[config.mk]
export PLATFORM = sky130hd
export DESIGN_NAME = demux_stream_1ton
export DESIGN_NICKNAME = d
export VERILOG_FILES = /design/src/rtl/demux_pkg.sv /design/src/rtl/demux_chan_reg.sv /design/src/rtl/demux_stream_1ton.sv
export SDC_FILE = /design/constraint.sdc
export NUM_CORES = 1
export LEC_CHECK = 0
export ABC_CLOCK_PERIOD_IN_PS = 1600
export BUFFER_PORTS_ARGS = -buffer_cell sky130_fd_sc_hd__buf_2
export CORE_MARGIN = 10
export CORE_UTILIZATION = 45
export CTS_BUF_LIST = sky130_fd_sc_hd__clkbuf_8
export DETAILED_ROUTE_END_ITERATION = 7
export GPL_TIMING_DRIVEN = 0
export HOLD_SLACK_MARGIN = 0.06
export PLACE_DENSITY_LB_ADDON = 0.25
export SYNTH_ARGS = -nofsm -noshare
export SYNTH_HDL_FRONTEND = slang
export SYNTH_SLANG_ARGS = --single-unit
[constraint.sdc]
create_clock -name CLK -period 1.6 [get_ports CLK]
set_input_delay 0.08 -clock CLK [delete_from_list [all_inputs] [get_ports CLK]]
set_output_delay 0.08 -clock CLK [all_outputs]
set_load 0.05 [all_outputs]
[src/rtl/demux_pkg.sv]
// Shared definitions for the registered 1-to-N stream demultiplexer.
package demux_pkg;

  localparam logic MODE_UNICAST   = 1'b0;
  localparam logic MODE_BROADCAST = 1'b1;

  // Select width for a given channel count; never narrower than one bit.
  function automatic int unsigned sel_width(input int unsigned nch);
    return (nch > 1) ? $clog2(nch) : 1;
  endfunction

endpackage

[src/rtl/demux_chan_reg.sv]
// One-entry output register for a single demux channel with load/drain handshake.
module demux_chan_reg #(
  parameter int unsigned WIDTH = 8
) (
  input  logic             clk_i,
  input  logic             rst_ni,
  input  logic             load_i,
  input  logic [WIDTH-1:0] data_i,
  input  logic             ready_i,
  output logic             valid_o,
  output logic [WIDTH-1:0] data_o,
  output logic             can_acc_o
);

  logic             vld_q, vld_d;
  logic [WIDTH-1:0] dat_q, dat_d;

  assign can_acc_o = ~vld_q | ready_i;

  // A load wins over a drain in the same cycle, keeping full throughput.
  always_comb begin
    vld_d = vld_q;
    dat_d = dat_q;
    if (load_i) begin
      vld_d = 1'b1;
      dat_d = data_i;
    end else if (vld_q && ready_i) begin
      vld_d = 1'b0;
    end
  end

  always_ff @(posedge clk_i or negedge rst_ni) begin
    if (!rst_ni) begin
      vld_q <= 1'b0;
      dat_q <= '0;
    end else begin
      vld_q <= vld_d;
      dat_q <= dat_d;
    end
  end

  assign valid_o = vld_q;
  assign data_o  = dat_q;

endmodule

[src/rtl/demux_stream_1ton.sv]
// Registered 1-to-NCH stream demux: unicast by SEL or broadcast, per-channel back-pressure,
// saturating count of dropped out-of-range selects.
module demux_stream_1ton
  import demux_pkg::*;
#(
  parameter int unsigned WIDTH = 8,
  parameter int unsigned NCH   = 4,
  parameter int unsigned SELW  = sel_width(NCH),
  parameter int unsigned ERRW  = 8
) (
  input  logic                 CLK,
  input  logic                 RST_N,
  input  logic                 MODE,
  input  logic                 IN_VALID,
  output logic                 IN_READY,
  input  logic [WIDTH-1:0]     IN_DATA,
  input  logic [SELW-1:0]      SEL,
  output logic [NCH-1:0]       OUT_VALID,
  input  logic [NCH-1:0]       OUT_READY,
  output logic [NCH*WIDTH-1:0] OUT_DATA,
  output logic [ERRW-1:0]      ERR_CNT
);

  localparam int unsigned NSEL = 1 << SELW;

  logic [NCH-1:0]  can_acc;
  logic [NCH-1:0]  load;
  logic [NSEL-1:0] can_acc_pad;
  logic            sel_ok;
  logic            in_fire;
  logic [ERRW-1:0] err_q, err_d;

  // Pad to the full select range so indexing by SEL is always in bounds.
  always_comb begin
    can_acc_pad            = '1;
    can_acc_pad[NCH-1:0]   = can_acc;
  end

  if (NSEL == NCH) begin : g_sel_pow2
    assign sel_ok = 1'b1;
  end else begin : g_sel_range
    assign sel_ok = (SEL < SELW'(NCH));
  end

  // Out-of-range unicast words are always accepted so they can be dropped.
  always_comb begin
    IN_READY = 1'b1;
    if (MODE == MODE_BROADCAST) begin
      IN_READY = &can_acc;
    end else if (sel_ok) begin
      IN_READY = can_acc_pad[SEL];
    end
  end

  assign in_fire = IN_VALID & IN_READY;

  always_comb begin
    load = '0;
    for (int unsigned i = 0; i < NCH; i++) begin
      load[i] = in_fire & ((MODE == MODE_BROADCAST) | (sel_ok & (SEL == SELW'(i))));
    end
  end

  always_comb begin
    err_d = err_q;
    if (in_fire && (MODE == MODE_UNICAST) && !sel_ok && (err_q != '1)) begin
      err_d = err_q + 1'b1;
    end
  end

  always_ff @(posedge CLK or negedge RST_N) begin
    if (!RST_N) begin
      err_q <= '0;
    end else begin
      err_q <= err_d;
    end
  end

  assign ERR_CNT = err_q;

  for (genvar i = 0; i < NCH; i++) begin : g_chan
    demux_chan_reg #(
      .WIDTH(WIDTH)
    ) u_chan (
      .clk_i    (CLK),
      .rst_ni   (RST_N),
      .load_i   (load[i]),
      .data_i   (IN_DATA),
      .ready_i  (OUT_READY[i]),
      .valid_o  (OUT_VALID[i]),
      .data_o   (OUT_DATA[i*WIDTH +: WIDTH]),
      .can_acc_o(can_acc[i])
    );
  end

endmodule

**After elaboration in Yosys (flattened, before gate mapping)**

Index checks and enable logic that the tools add are counted.
W data, S select, Z words.

- Input bits: 18
- Bits in registers: 36
- Output and inout bits: 45
- Logic and storage cells: 50

- Magnitude comparators: 1
- Muxes and demuxes: 11
- Reduce and logical (&&, ||, !) cells: 10
- Bitwise logic cells: 17
- Equal/unequal tests: 3

Operators by type and width:

| kind | number |
|---|---|
| $mux W1 | 10 |
| $or A1 B1 Y1 | 8 |
| $reduce_bool A2 Y1 | 4 |
| $and A1 B1 Y1 | 5 |
| $eq A2 B2 Y1 const B | 2 |
| $logic_and A1 B1 Y1 | 4 |
| $not A1 Y1 | 4 |
| $reduce_and A4 Y1 | 1 |
| $lt A2 B3 Y1 const B | 1 |
| $bmux W1 S2 | 1 |
| $eq A2 B1 Y1 const B | 1 |
| $logic_not A2 Y1 | 1 |

**Logic depth before layout (Yosys ltp)**

Gate-level depths: netlist of the first run.

- Word-level depth: 8
- Depth in mapped cells: 4
- Mapped depth without buffers: 4

**Hierarchy**

A second synthesis of the first run with hierarchy kept.

- Cell total of the unflattened synthesis: 105
- Area, all modules: 1660.3 µm²

Modules (own cells, without submodules):

| module | times used | sequential area each (µm²) | cells each | area each (µm²) |
|---|---|---|---|---|
| demux_chan_reg | 4 | 225.2 | 20 | 369.1 |
| demux_stream_1ton | 1 | 0.0 | 25 | 183.9 |

**Least setup slack after synthesis of the first run**

No wires, ideal clock.

- Path kind: flip-flop to output port
- From: reg g_chan[3].u_chan.vld_q
- To: out IN_READY
- Data required time: 1.520 ns
- Cell stages (with the launch flop): 4
- Slack: -0.384 ns
- Arrival time: 1.904 ns
- Cell sequence: dfrtp_1 > or2b_2 > o221ai_4 > nor3_1

- Longest elaborated chain between the ends: 5
- Elaborated cells on any way between the ends: 6
- Those cells by class: 3 x mux; 2 x bitwise; 1 x reduce/logical

Ends and longest elaborated chain:

| element | line | source |
|---|---|---|
| from (decl) | demux_chan_reg.sv:15 | `logic vld_q, vld_d;` |
| from (signal assigned) | demux_chan_reg.sv:37 | `vld_q <= vld_d;` |
| $not A1 Y1 (*) | demux_chan_reg.sv:18 | `assign can_acc_o = ~vld_q \| ready_i;` |
| $or A1 B1 Y1 (*) | demux_chan_reg.sv:18 |  |
| $bmux W1 S2 | demux_stream_1ton.sv:51 | `IN_READY = can_acc_pad[SEL];` |
| $mux W1 (not written as such) | demux_stream_1ton.sv:51 |  |
| $mux W1 (*) | demux_stream_1ton.sv:48 | `if (MODE == MODE_BROADCAST) begin` |
| to (decl) | demux_stream_1ton.sv:15 | `output logic IN_READY,` |

Every way passes the cells marked *; elsewhere a longest branch is shown, timed or not. The select of a mux whose other input is x is not followed.

**Final worst setup path of the first run**

- From: reg g_chan[1].u_chan.vld_q
- To: reg g_chan[3].u_chan.dat_q[4]

- Longest elaborated chain between the ends: 7
- Elaborated cells on any way between the ends: 8
- Those cells by class: 3 x mux; 4 x bitwise; 1 x reduce/logical

Ends and longest elaborated chain:

| element | line | source |
|---|---|---|
| from (decl) | demux_chan_reg.sv:15 |  |
| from (signal assigned) | demux_chan_reg.sv:37 |  |
| $not A1 Y1 (*) | demux_chan_reg.sv:18 |  |
| $or A1 B1 Y1 (*) | demux_chan_reg.sv:18 |  |
| $bmux W1 S2 | demux_stream_1ton.sv:51 |  |
| $mux W1 (not written as such) | demux_stream_1ton.sv:51 |  |
| $mux W1 (*) | demux_stream_1ton.sv:48 |  |
| $and A1 B1 Y1 (*) | demux_stream_1ton.sv:55 | `assign in_fire = IN_VALID & IN_READY;` |
| $and A1 B1 Y1 (*) | demux_stream_1ton.sv:60 | `load[i] = in_fire & ((MODE == MODE_BROADCAST) \| (sel_ok & (SEL == SELW'(i))));` |
| to (signal assigned) | demux_chan_reg.sv:38 | `dat_q <= dat_d;` |
| to (decl) | demux_chan_reg.sv:16 | `logic [WIDTH-1:0] dat_q, dat_d;` |

Marks and branches as above.
A chain may end at the register's enable or synchronous reset.

==> results list, run 1 <==
- In this run, synthesis produced a sequential element count of 36.
- At the worst endpoint, the required time is 1760 ps.
- The analysis attributes to cell leakage a power of 1.24 nW.
- Power spread over the standard cell area amounts to 1880 nW/um^2.
- The worst path in the final design needs a cycle of 1710 ps, including I/O delays and setup.
* Clock latency on the worst-skew pair: 270 ps
* Detailed-router iteration count before antenna repair: 4
* Area used by multi-input combinational logic: about 810 um^2
* Final worst clock skew: 2.06 ps
* Sink Count: 36
- DRT antenna net count: 0
* Max-cap violation count: 0
* Most numerous cell types in the synthesized netlist: 36 x sky130_fd_sc_hd__dfrtp_1, 28 x sky130_fd_sc_hd__mux2_2, 12 x sky130_fd_sc_hd__buf_4
* Share of synthesized area occupied by flip-flops and latches: 53.9%
- CTS built an H-tree with a depth of 2.
- The synthesized design contains 0 enable-type register cells.
- A synthesized cell averages 15.3 um^2.
* Height of the die: 81.0 um
* Post-detailed-placement half-perimeter wirelength: 2880 um
- Detailed routing placed a total of 362 um of wire on met3.
* Top post-synthesis cells by area: sky130_fd_sc_hd__dfrtp_1 54%, sky130_fd_sc_hd__mux2_2 19%, sky130_fd_sc_hd__buf_4 5.4%
- Maximum number of pins on one net before global-route repair: 37
- Worst setup slack before clock tree synthesis: -388 ps
* YS warnings: 0
- On the final layout, the worst hold slack is 80.9 ps.
- Via count of the routed design: 1132
- The number of hold-slack violations in the final timing report is 0.
- M1 WL: 1590 um
- Global-route wire length before repair: 6620 um
- The worst-case IR drop observed on VDD is 1.51 mV.
* ANT cells: 0
* Area share of the leading cell type in the synthesized netlist: 53.9%
* GPL Wtd Cong: 0.690
* Vias in the first global route: 1323
* Initial antenna violation count: 0
- The path class of the tightest hold or removal check is in -> reg.
- TritonCTS built the clock tree.
- Global routing finished with a remaining overflow of 0.
* Critical Path Source Type: flip-flop
- Including well taps, the total number of placed cells is 218.
- Measured on the finished design, the core utilization comes to between 60% and 70%.
- Starting DRC count in detailed routing: between 40 and 50
- Most frequently used flop master after synthesis: sky130_fd_sc_hd__dfrtp_1
* Setup Viol. Count Final: 33
* Max-slew violation count: 0
* Yosys cell types: 20
* Post-Layout Cell Count: about 240
- For the worst setup path, the data arrival time is 1870 ps.
- Crit path capture type: flip-flop
- The cell sitting at the root of the clock tree is a sky130_fd_sc_hd__clkbuf_8.
- The layout has 284 filler cells.
* Average wire length per cell after detail routing: 17.5 um
* Total wirelength of the detailed-routed design: 4170 um
- Placement Rows: 22
* Layout Area Growth over Synthesis: 42.0%
- Counting the buffers created by CTS gives 5.
* Number of I/O port buffers: 54
- No sink is reached through more buffers than the 2 on the longest clock path.
* Kind of critical path: reg -> reg
- Post-Synthesis Cell Area: 1670 um^2
- Share of the clock period used by the worst path after layout: 107%
- Clk slew on worst S/H paths: ~70 ps
- Top-count cell post-synth: sky130_fd_sc_hd__dfrtp_1
- At the end of the flow, the number of nets in the layout was 209.
* Peak fanout along the critical path: 4
- Highest metal layer with signal wires: met4
* Overall Power: 4.46 mW
- Run status: finished, violations left
- RSZ-0062 raised after global routing: true
- For this configuration, the core starts out at a cell density of a little under half.
- After synthesis, the share of flip-flops with an asynchronous set or reset is 100%.
* Violations in the final reports: setup timing
- Dividing the detail-routed via count by the number of cells gives 4.74.
- The die is between 80 and 90 um wide.
* Count of pins on the block boundary: 63
* Setup TNS after final layout: -2800 ps
- Worst-case setup margin in the final layout: -111 ps
- Core area: between 3000 and 4000 um^2
* Post-route design area: 2370 um^2
- Post-synthesis instance total: 109
- Global routing used approximately an eighth of the available tracks.
* DRC viols: 0
- The biggest area contributor in the post-synthesis netlist is sky130_fd_sc_hd__dfrtp_1.
- After detailed placement, the total cell area comes to 2030 um^2.
- At the pin with the least slew margin, the transition time is 791 ps.
- Ratio of cells with drive above 1 in the final layout: 68.1%
- Headroom to the max-slew limit came out at 47.3%.
- Wire segments on met2 add up to 2170 um in the final route.
- DIE AREA: 6550 um^2
- Based on the critical path, the design can be clocked at up to 584 MHz.
* Register area: 901 um^2
worst max-delay path, stage by stage (launching register included):
cell                       delay (ps)
sky130_fd_sc_hd__dfrtp_1          370
sky130_fd_sc_hd__or2b_4           240
sky130_fd_sc_hd__nand4_4          180
sky130_fd_sc_hd__a221oi_4         330
sky130_fd_sc_hd__buf_6            180
sky130_fd_sc_hd__mux2_4           300
final timing paths:
path / slack, ps / depth (start not counted) / startpoint / endpoint
worst max-delay path: -110 / 5 / g_chan[1].u_chan.valid_o$_DFFE_PN0P_ / g_chan[3].u_chan.data_o[4]$_DFFE_PN0P_
worst min-delay path: 80 / 3 / OUT_READY[1] / g_chan[1].u_chan.valid_o$_DFFE_PN0P_
worst max register to register: -110 / 5 / g_chan[1].u_chan.valid_o$_DFFE_PN0P_ / g_chan[3].u_chan.data_o[4]$_DFFE_PN0P_
worst min register to register: 500 / 1 / g_chan[3].u_chan.data_o[5]$_DFFE_PN0P_ / g_chan[3].u_chan.data_o[5]$_DFFE_PN0P_
max in group asynchronous: 670 / 2 / RST_N / g_chan[2].u_chan.data_o[7]$_DFFE_PN0P_
min in group asynchronous: 430 / 2 / RST_N / g_chan[3].u_chan.data_o[6]$_DFFE_PN0P_
repair_timing:
action	in CTS	in global routing
gates resized for setup	29	10
gates cloned	0	0
hold buffers	1	0
pin swaps	8	4
buffers inserted	11	2
hold endpoints to repair	36	0
endpoints found under the setup margin	37	33
per-layer routing:
layer / GRT usage [%] / vias up
met3: 5.19 / 7
met5: 0 / -
li1: - / 529
met2: 22.1 / 38
met4: 4.33 / 0
met1: 13.9 / 558
layout by cell type, fill, tap and decap left out, types with 2 or more instances in the layout:
| cell type | n |
|---|---|
| sky130_fd_sc_hd__a21o_1 | 4 |
| sky130_fd_sc_hd__a21oi_1 | 2 |
| sky130_fd_sc_hd__a221oi_4 | 3 |
| sky130_fd_sc_hd__buf_2 | 53 |
| sky130_fd_sc_hd__buf_4 | 18 |
| sky130_fd_sc_hd__buf_6 | 7 |
| sky130_fd_sc_hd__clkbuf_8 | 5 |
| sky130_fd_sc_hd__conb_1 | 8 |
| sky130_fd_sc_hd__dfrtp_1 | 36 |
| sky130_fd_sc_hd__inv_1 | 5 |
| sky130_fd_sc_hd__mux2_4 | 32 |
| sky130_fd_sc_hd__nand2b_1 | 3 |
| sky130_fd_sc_hd__or2b_4 | 2 |
final cells by class:
cell class / instances / share of cell area, %
Sequential cell: 36 / 38.0
Multi-Input combinational cell: 63 / 34.0
Timing Repair Buffer: 68 / 17.7
Buffer: 12 / 3.80
Clock buffer: 5 / 2.90
Tap cell: 48 / 2.53
Inverter: 5 / 0.791
Clock inverter: 2 / 0.369
sequential cells by signal (all words and copies together) (netlist names):
signal / cells
g_chan.u_chan.valid_o: 4
g_chan.u_chan.data_o: 32
cell families (layout without fill, tap and decap cells):
kind of cell	count (synthesis)	after routing	synth area share, %
flip-flops	36	36	53.9
multiplexers	32	32	22.5
buffers and inverters	17	92	6.51
AO/OA/AOI/OAI	13	13	11.8
AND/OR/NAND/NOR	10	10	5.16
other	1	8	0.224
where the power goes:
part	switching [mW]	internal [mW]	total [mW]
combinational	1.64	0.846	2.48
sequential	0.176	1.22	1.40
clock	0.293	0.289	0.582
No activity file was read; power rests on OpenSTA's default activity.
==> run 2, diff against run 1 <==
--- a/config.mk
+++ b/config.mk
@@ -7,7 +7,6 @@
 export LEC_CHECK = 0
 export ABC_CLOCK_PERIOD_IN_PS = 1600
 export BUFFER_PORTS_ARGS = -buffer_cell sky130_fd_sc_hd__buf_2
-export CORE_MARGIN = 10
 export CORE_UTILIZATION = 45
 export CTS_BUF_LIST = sky130_fd_sc_hd__clkbuf_8
 export DETAILED_ROUTE_END_ITERATION = 7
==> run 2 against run 1 <==
Against the previous run:
- critical path depth rose by 1
- largest power group unchanged
- via count increased by 1.7%
- total power is 0.62% higher
- combinational power fell by 2%
- clock skew up 2.3 ps
- critical path type unchanged
- count of clock-buffer cells in the layout is 1 higher
- critical endpoint is now g_chan[2].u_chan.data_o[6]$_DFFE_PN0P_
- flip-flop and latch count stayed put
- the run still ends with setup timing left
==> results list, run 2 (synthesized netlist as in run 1, its figures left out) <==
- Run status: finished, violations left
* Violations in the final reports: setup timing
- Maximum clock rate: 577 MHz (-1.3%)
- Worst-case setup margin in the final layout: -134 ps (-22.5 ps)
- The total wirelength of the detailed-routed design is 3520 um (-16%).
- HP Start: OUT_READY[1]
* Via count of the routed design: 1151 (+1.7%)
- In this run the critical register-to-register path is captured at g_chan[2].u_chan.data_o[6]$_DFFE_PN0P_.
* Final worst clock skew: 4.39 ps (+2.33 ps)
- Starting DRC count in detailed routing: 24 (-44%)
- Sink Count: 36 (unchanged)
- Worst min path class: in -> reg
* DRC viols: 0 (unchanged)
* Worst R2R Path Depth: 6 (+1)
* TritonCTS clock tree: done
- Initial standard-cell utilization of the core: 48.6% (+2.6 points)
- The clock transition at the register clock pins on the worst setup and hold paths after CTS came to 70 ps (about the same).
- The die span in x is 63.0 um (-22%).
- The number of diodes is 0 (unchanged).
* Overall Power: 4.49 mW (+0.62%)
* Hold slack final: 71.4 ps (-9.55 ps)
- The worst register-to-register path begins at g_chan[3].u_chan.valid_o$_DFFE_PN0P_.
- Maximum number of pins on one net before global-route repair: 37 (unchanged)
- Number of I/O port buffers: 54 (unchanged)
- Via-to-Cell Ratio: 4.86 (+2.5%)
* Clock latency on the worst-skew pair: 280 ps (about the same)
- Commonest cells after routing, fill and taps aside: 53 x sky130_fd_sc_hd__buf_2, 36 x sky130_fd_sc_hd__dfrtp_1, 27 x sky130_fd_sc_hd__mux2_4, 16 x sky130_fd_sc_hd__buf_4
* Vias in the first global route: 1229 (-7.1%)
* Layout Area Growth over Synthesis: 42.0% (unchanged)
- CTS Root Cell: sky130_fd_sc_hd__clkbuf_8
- The final number of max-transition violations is 0 (unchanged).
- The maximum fanout along the worst path is 5 (+1).
- The remaining global-route overflow is 0 (unchanged).
* Clock period minus final worst setup slack: 1730 ps (+22.5 ps)
* Max Buffers Root-to-Sink: 2 (unchanged)
* Transition time at the pin with the least slew margin: 765 ps (-25.8 ps)
- RSZ-0062 raised after global routing: true
- Req. time, crit path: 1770 ps (about the same)
- Pwr Density: 1890 nW/um^2 (+0.62%)
* Cell depth of the worst min-delay path: 3 (unchanged)
- Leaving out fill and tap cells, the most frequent cell in the layout is sky130_fd_sc_hd__buf_2.
- Arrival time at the worst endpoint: 1910 ps (+40 ps)
- GPL Wtd Cong: 0.718 (+4.0%)
- Count of pins on the block boundary: 63 (unchanged)
- TritonCTS buffer count: 5 (unchanged)
* Global-route wire length before repair: 5940 um (-10%)
* DIE AREA: 3960 um^2 (-40%)
- The floorplan die height is 63.0 um (-22%).
* Max-cap violation count: 0 (unchanged)
- Placement Rows: 21 (-4.5%)
* Flop2flop setup slack: -130 ps (-20 ps)
- The static power due to leakage came to 1.22 nW (-1.1%).
- Post-detailed-placement half-perimeter wirelength: 2380 um (-17%)
* Initial antenna violation count: 0 (unchanged)
- The number of nets in the finished design came to 208 (-0.48%).
- For hold timing, the worst endpoint is g_chan[1].u_chan.valid_o$_DFFE_PN0P_.
* Core area: 3440 um^2 (-5.3%)
- The worst slew slack as a fraction of its limit was 49.0% (+1.7 points).
- STA classifies the critical path endpoint as a flip-flop.
* Detailed-router iteration count before antenna repair: 2 (-2)
- The CTS H-tree depth was 2 (unchanged).
- Setup Viol. Count Final: 33 (unchanged)
- Number of hold violations in the final report: 0 (unchanged)
* Kind of critical path: reg -> reg
- All-Layer GR Usage: 19.7% (+6.9 points)
- The routed length per instance came to 14.9 um (-15%).
- The number of flip-flops under the largest register name was 32 (unchanged).
* Ratio of cells with drive above 1 in the final layout: 68.6% (+0.52 points)
* Share of the clock period used by the worst path after layout: 108% (+1.4 points)
* Largest vdd supply drop: 1.21 mV (-20%)
* DRT antenna net count: 0 (unchanged)
- Critical Path Source Type: flip-flop
* Worst setup slack before clock tree synthesis: -416 ps (-28.7 ps)
run 2: cell count changes in the layout (fill, tap and decap cells not counted):
cell | before | now
sky130_fd_sc_hd__mux2_2 | 0 | 5
sky130_fd_sc_hd__inv_1 | 5 | 4
sky130_fd_sc_hd__clkbuf_8 | 5 | 6
sky130_fd_sc_hd__inv_6 | 0 | 1
sky130_fd_sc_hd__buf_4 | 18 | 16
sky130_fd_sc_hd__nor3_2 | 1 | 0
sky130_fd_sc_hd__mux2_4 | 32 | 27
sky130_fd_sc_hd__nor3_4 | 0 | 1
sky130_fd_sc_hd__buf_6 | 7 | 8
run 2: critical path, cell delays in order, from the launching register on:
cell and delay [ps]:
sky130_fd_sc_hd__dfrtp_1 380, sky130_fd_sc_hd__or2b_4 240, sky130_fd_sc_hd__o221ai_4 110, sky130_fd_sc_hd__buf_12 160
sky130_fd_sc_hd__a221oi_4 230, sky130_fd_sc_hd__buf_6 190, sky130_fd_sc_hd__mux2_4 300
run 2: layout make-up:
cell class              instances  area [um^2]
plain buffers                  12         90.1
clock buffers                   6         82.6
clock inverters                 2         13.8
fillers                       245         1070
inverters                       5         18.8
multi-input cells              63          795
flip-flops and latches         36          901
well taps                      46         57.6
repair buffers                 67          415
run 2: worst max-delay path by stage:
stage          cells after the start  slack [ps]                                 start                                     end
2_1_floorplan                      4        -120  g_chan[3].u_chan.valid_o$_DFFE_PN0P_  g_chan[2].u_chan.data_o[1]$_DFFE_PN0P_
3_3_place_gp                       4        -360  g_chan[3].u_chan.valid_o$_DFFE_PN0P_  g_chan[2].u_chan.data_o[3]$_DFFE_PN0P_
3_5_place_dp                       4        -420  g_chan[3].u_chan.valid_o$_DFFE_PN0P_  g_chan[2].u_chan.data_o[6]$_DFFE_PN0P_
4_1_cts                            5        -150  g_chan[1].u_chan.valid_o$_DFFE_PN0P_  g_chan[1].u_chan.data_o[0]$_DFFE_PN0P_
5_1_grt                            5        -190  g_chan[3].u_chan.valid_o$_DFFE_PN0P_  g_chan[1].u_chan.data_o[5]$_DFFE_PN0P_
6_report                           6        -130  g_chan[3].u_chan.valid_o$_DFFE_PN0P_  g_chan[2].u_chan.data_o[6]$_DFFE_PN0P_
run 2: power breakdown:
part           total, mW  internal [mW]  switching (mW)
sequential          1.39           1.22           0.174
clock              0.671          0.351           0.319
combinational       2.42          0.819            1.60
run 2: timing repair:
item	in CTS	in global routing
setup buffers	11	1
hold buffers	1	0
hold endpoints to repair	36	0
endpoints found under the setup margin	37	37
resized for setup	31	5
pin swaps	8	5
run 2: layer usage:
metal	track usage, %	wire, um	vias to the layer above
met5	0	0	-
met4	7.85	68	0
met3	5.29	225	8
met2	32.3	1700	48
met1	24.4	1530	572
li1	-	-	523
run 2: metrics by stage:
step	setup TNS, ps	utilization, %	instance area [um^2]	std cells
floorplan	-3000	-	1700	116
global placement	-9970	59.0	2030	216
detailed placement	-10990	59.0	2030	216
CTS	-4290	68.2	2350	236
global route	-5470	69.0	2370	237
finish	-3970	69.0	2370	237
==> run 3, diff against run 2 <==
--- a/config.mk
+++ b/config.mk
@@ -5,14 +5,16 @@
 export SDC_FILE = /design/constraint.sdc
 export NUM_CORES = 1
 export LEC_CHECK = 0
+export ABC_AREA = 1
 export ABC_CLOCK_PERIOD_IN_PS = 1600
 export BUFFER_PORTS_ARGS = -buffer_cell sky130_fd_sc_hd__buf_2
-export CORE_UTILIZATION = 45
+export CORE_UTILIZATION = 46
 export CTS_BUF_LIST = sky130_fd_sc_hd__clkbuf_8
 export DETAILED_ROUTE_END_ITERATION = 7
 export GPL_TIMING_DRIVEN = 0
 export HOLD_SLACK_MARGIN = 0.06
 export PLACE_DENSITY_LB_ADDON = 0.25
+export SETUP_SLACK_MARGIN = 0.2
 export SYNTH_ARGS = -nofsm -noshare
 export SYNTH_HDL_FRONTEND = slang
 export SYNTH_SLANG_ARGS = --single-unit
==> run 3 against run 2 <==
Against the previous run:
- the run now ends clean
- combinational power shrank 16%
- fmax up 18%
- global-route usage up 3.9 points
- die area grew 4.3%
- synthesized cell count is 77% higher
- hold slack improved by 5.5 ps
- non-clock buffer count rose by 5
- via count grew 45%
- clock skew increased by 1.3 ps
- flip-flop and latch count stayed put
- critical path depth grew 1
- core utilization fell by 2.3 points
==> results list, run 3 <==
* Via-to-Cell Ratio: 5.15 (+6.1%)
* Clock period minus final worst setup slack: 1470 ps (-266 ps)
* Setup Viol. Count Final: 0 (-100%)
* Worst setup slack before clock tree synthesis: 140 ps (+556 ps)
- Clk slew on worst S/H paths: 80 ps (about the same)
- Core area: 3690 um^2 (+7.2%)
* Worst-case setup margin in the final layout: 132 ps (+266 ps)
* Sink Count: 36 (unchanged)
- YS warnings: 0 (unchanged)
- The period utilization was 91.7% (-17 points).
- By area the synthesized netlist is led by sky130_fd_sc_hd__dfrtp_1 50%, sky130_fd_sc_hd__nand2_1 16%, sky130_fd_sc_hd__nand4_1 12%.
* Wire length on met2: 2290 um (+34%)
* Start point of the critical path: g_chan[3].u_chan.valid_o$_DFFE_PN0P_
* Post-Synthesis Cell Area: 1790 um^2 (+6.8%)
* GPL Wtd Cong: 0.787 (+9.6%)
- Final worst clock skew: 5.72 ps (+1.33 ps)
- Vias in the first global route: 1588 (+29%)
- Initial standard-cell utilization of the core: 48.4% (-0.16 points)
- The initial DRC count came to 70 (+190%).
- The startpoint identified for the worst register-to-register timing path is g_chan[3].u_chan.valid_o$_DFFE_PN0P_.
- Area share of the leading cell type in the synthesized netlist: 50.5% (-3.4 points)
* HP Start: IN_DATA[2]
- Worst min path class: in -> reg
* All-Layer GR Usage: 23.6% (+3.9 points)
* Number of hold violations in the final report: 0 (unchanged)
- Crit path capture type: output pin
- Leakage power of the design: 1.35 nW (+11%)
* Share of synthesized area occupied by flip-flops and latches: 50.5% (-3.4 points)
- The number of vias in the routed layout is 1669 (+45%).
* Overall Power: 3.97 mW (-11%)
- The worst slew slack as a fraction of its limit came to 38.5% (-10 points).
- Pwr Density: 1620 nW/um^2 (-14%)
* Final design utilization: 66.7% (-2.3 points)
- Run status: finished clean
* TritonCTS buffer count: 5 (unchanged)
- Setup repair after global routing could not meet its margin everywhere.
- The post-detailed-placement half-perimeter wirelength came to 2910 um (+23%).
* Max-slew violation count: 0 (unchanged)
- Ratio of cells with drive above 1 in the final layout: 45.7% (-23 points)
- Detailed-router iteration count before antenna repair: 4 (+2)
* Most common cell after layout, fill and taps aside: sky130_fd_sc_hd__nand2_1
* Number of storage elements in the synthesis netlist: 36 (unchanged)
* Max-cap violation count: 0 (unchanged)
* Most numerous cell types in the synthesized netlist: 74 x sky130_fd_sc_hd__nand2_1, 36 x sky130_fd_sc_hd__dfrtp_1, 33 x sky130_fd_sc_hd__nand4_1, 12 x sky130_fd_sc_hd__buf_4, 6 x sky130_fd_sc_hd__inv_1
* Transition time at the pin with the least slew margin: 923 ps (+157 ps)
- Async S/R FF share, synth: 100% (unchanged)
* Largest vdd supply drop: 0.922 mV (-23%)
- Peak fanout along the critical path: 4 (-1)
- The post-synthesis cell type count came to 21 (+5.0%).
* Highest metal layer with signal wires: met4
- The number of standard-cell rows in the floorplan is 22 (+4.8%).
- Average cell area after synthesis: 9.25 um^2 (-40%)
* Layout Area Growth over Synthesis: 37.7%
- DRC viols: 0 (unchanged)
- The number of enable flip-flop cells after synthesis came to 0 (unchanged).
- The routed length on met3 came to 305 um (+36%).
* TritonCTS clock tree: done
* Clock latency on the worst-skew pair: 300 ps (+20 ps)
- The remaining global-route overflow came to 0 (unchanged).
- In this design, the critical path's most frequently occurring cell is sky130_fd_sc_hd__nand2_2.
- Most frequently used flop master after synthesis: sky130_fd_sc_hd__dfrtp_1
* Net count, final: 293 (+41%)
* Setup TNS after final layout: 0 ps (+3970 ps)
* Arrival time at the worst endpoint: 1390 ps (-520 ps)
* Max Buffers Root-to-Sink: 2 (unchanged)
* Commonest cells after routing, fill and taps aside: 60 x sky130_fd_sc_hd__nand2_1, 55 x sky130_fd_sc_hd__buf_2, 36 x sky130_fd_sc_hd__dfrtp_1, 33 x sky130_fd_sc_hd__nand4_1
- Height of the die: 64.3 um (+2.1%)
- Number of I/O port buffers: 52 (-3.7%)
* Level count of the clock H-tree: 2 (unchanged)
- The number of antenna-violating nets in the routed design came to 0 (unchanged).
- The die area came to 4130 um^2 (+4.3%).
- STA classifies the critical path startpoint as a flip-flop.
* Average wire length per cell after detail routing: 14.3 um (-3.7%)
* Flip-flop count of the largest register after layout: 32 (unchanged)
* Top-count cell post-synth: sky130_fd_sc_hd__nand2_1
- Worst-path cell chain: nand2_1, nand2_2, nand2_2, nand3_4, nor2_8, buf_6, buf_8
* Maximum number of pins on one net before global-route repair: 37 (unchanged)
- CTS Root Cell: sky130_fd_sc_hd__clkbuf_8
- The wire length of the first global-routing pass is 7420 um (+25%).
* M1 WL: 2010 um (+31%)
- The total wirelength of the detailed-routed design came to 4640 um (+32%).
- Count of pins on the block boundary: 63 (unchanged)
- On the critical path, the stage with the largest delay is an instance of sky130_fd_sc_hd__dfrtp_1.
* Post-synthesis instance total: 193 (+77%)
- Floorplan die width: 64.3 um (+2.1%)
- The maximum frequency from static timing analysis was 681 MHz (+18%).
- Req. time, crit path: 1520 ps (-250 ps)
- ANT cells: 0 (unchanged)
* Post-synthesis cell type with the largest combined area: sky130_fd_sc_hd__dfrtp_1
- The delay contributed by the slowest stage of the critical path came to 390 ps (about the same).
- The initial antenna violation count came to 0 (unchanged).
- Kind of critical path: reg -> out
-- run 3: cell types whose count changed in the layout (fill, tap and decap cells not counted), sizes merged, moves of 3 or more --
cell	previous run	this run
nand2	1	79
nor2	0	6
a221oi	3	0
nand2b	3	0
a21o	4	0
inv	5	9
nand4	1	41
mux2	32	0
o21ai	0	4
or2b	3	0
-- run 3: final cells by class --
type,instances,area (um^2)
Buffer,20,148
Clock inverter,3,18.8
Clock buffer,5,68.8
Timing Repair Buffer,64,392
Inverter,9,36.3
Sequential cell,36,901
Multi-Input combinational cell,139,835
Tap cell,48,60.1
Fill cell,327,1230
-- run 3: routing by layer --
metal  vias up  global-route usage, %
met2        63                   38.2
met5         -                      0
met4         0                   8.89
met3         6                   5.18
met1       793                   30.8
li1        807                      -
-- run 3: metrics by stage --
stage	hold slack, ps	instance area [um^2]	std cells
finish	76.9	2460	324
global route	84.3	2460	324
CTS	73.5	2350	320
detailed placement	206	2130	300
global placement	210	2130	300
floorplan	-216	1810	200
-- run 3: power breakdown --
part	leakage (nW)	total, mW	switching (mW)	internal, mW
Combinational	0.859	2.03	1.49	0.534
Sequential	0.447	1.31	0.150	1.16
Clock	0.0479	0.637	0.334	0.303
-- run 3: cells by family (layout without fill, tap and decap cells) --
| family | count (synthesis) | in the layout | synth area share, % |
|---|---|---|---|
| compound gates | 4 | 4 | 1.96 |
| buf+inv | 29 | 101 | 10.3 |
| flops | 36 | 36 | 50.5 |
| other cells | 1 | 8 | 0.210 |
| simple gates | 123 | 127 | 37.1 |
-- run 3: final timing paths --
path | end | slack [ps] | depth (start not counted)
min in group asynchronous | g_chan[2].u_chan.valid_o$_DFFE_PN0P_ | 410 | 2
setup / recovery | IN_READY | 130 | 7
hold / removal | g_chan[1].u_chan.data_o[2]$_DFFE_PN0P_ | 80 | 3
hold reg to reg | g_chan[2].u_chan.data_o[7]$_DFFE_PN0P_ | 470 | 2
max in group asynchronous | g_chan[3].u_chan.valid_o$_DFFE_PN0P_ | 680 | 2
setup reg to reg | g_chan[3].u_chan.data_o[4]$_DFFE_PN0P_ | 160 | 9
-- run 3: critical path, delay by kind of cell (launching register included) --
family,cells,cell delay [ps]
flip-flops,1,390
AND/OR/NAND/NOR,5,440
buffers and inverters,2,260
-- run 3: what timing repair did --
action                                 4_1_cts  5_1_grt
resized for setup                            5       23
endpoints found under the hold margin       38        0
buffers inserted                             6        1
setup endpoints to repair                    5       36
pin swaps                                    8       13
gates cloned                                 3        3
hold buffers                                 3        0
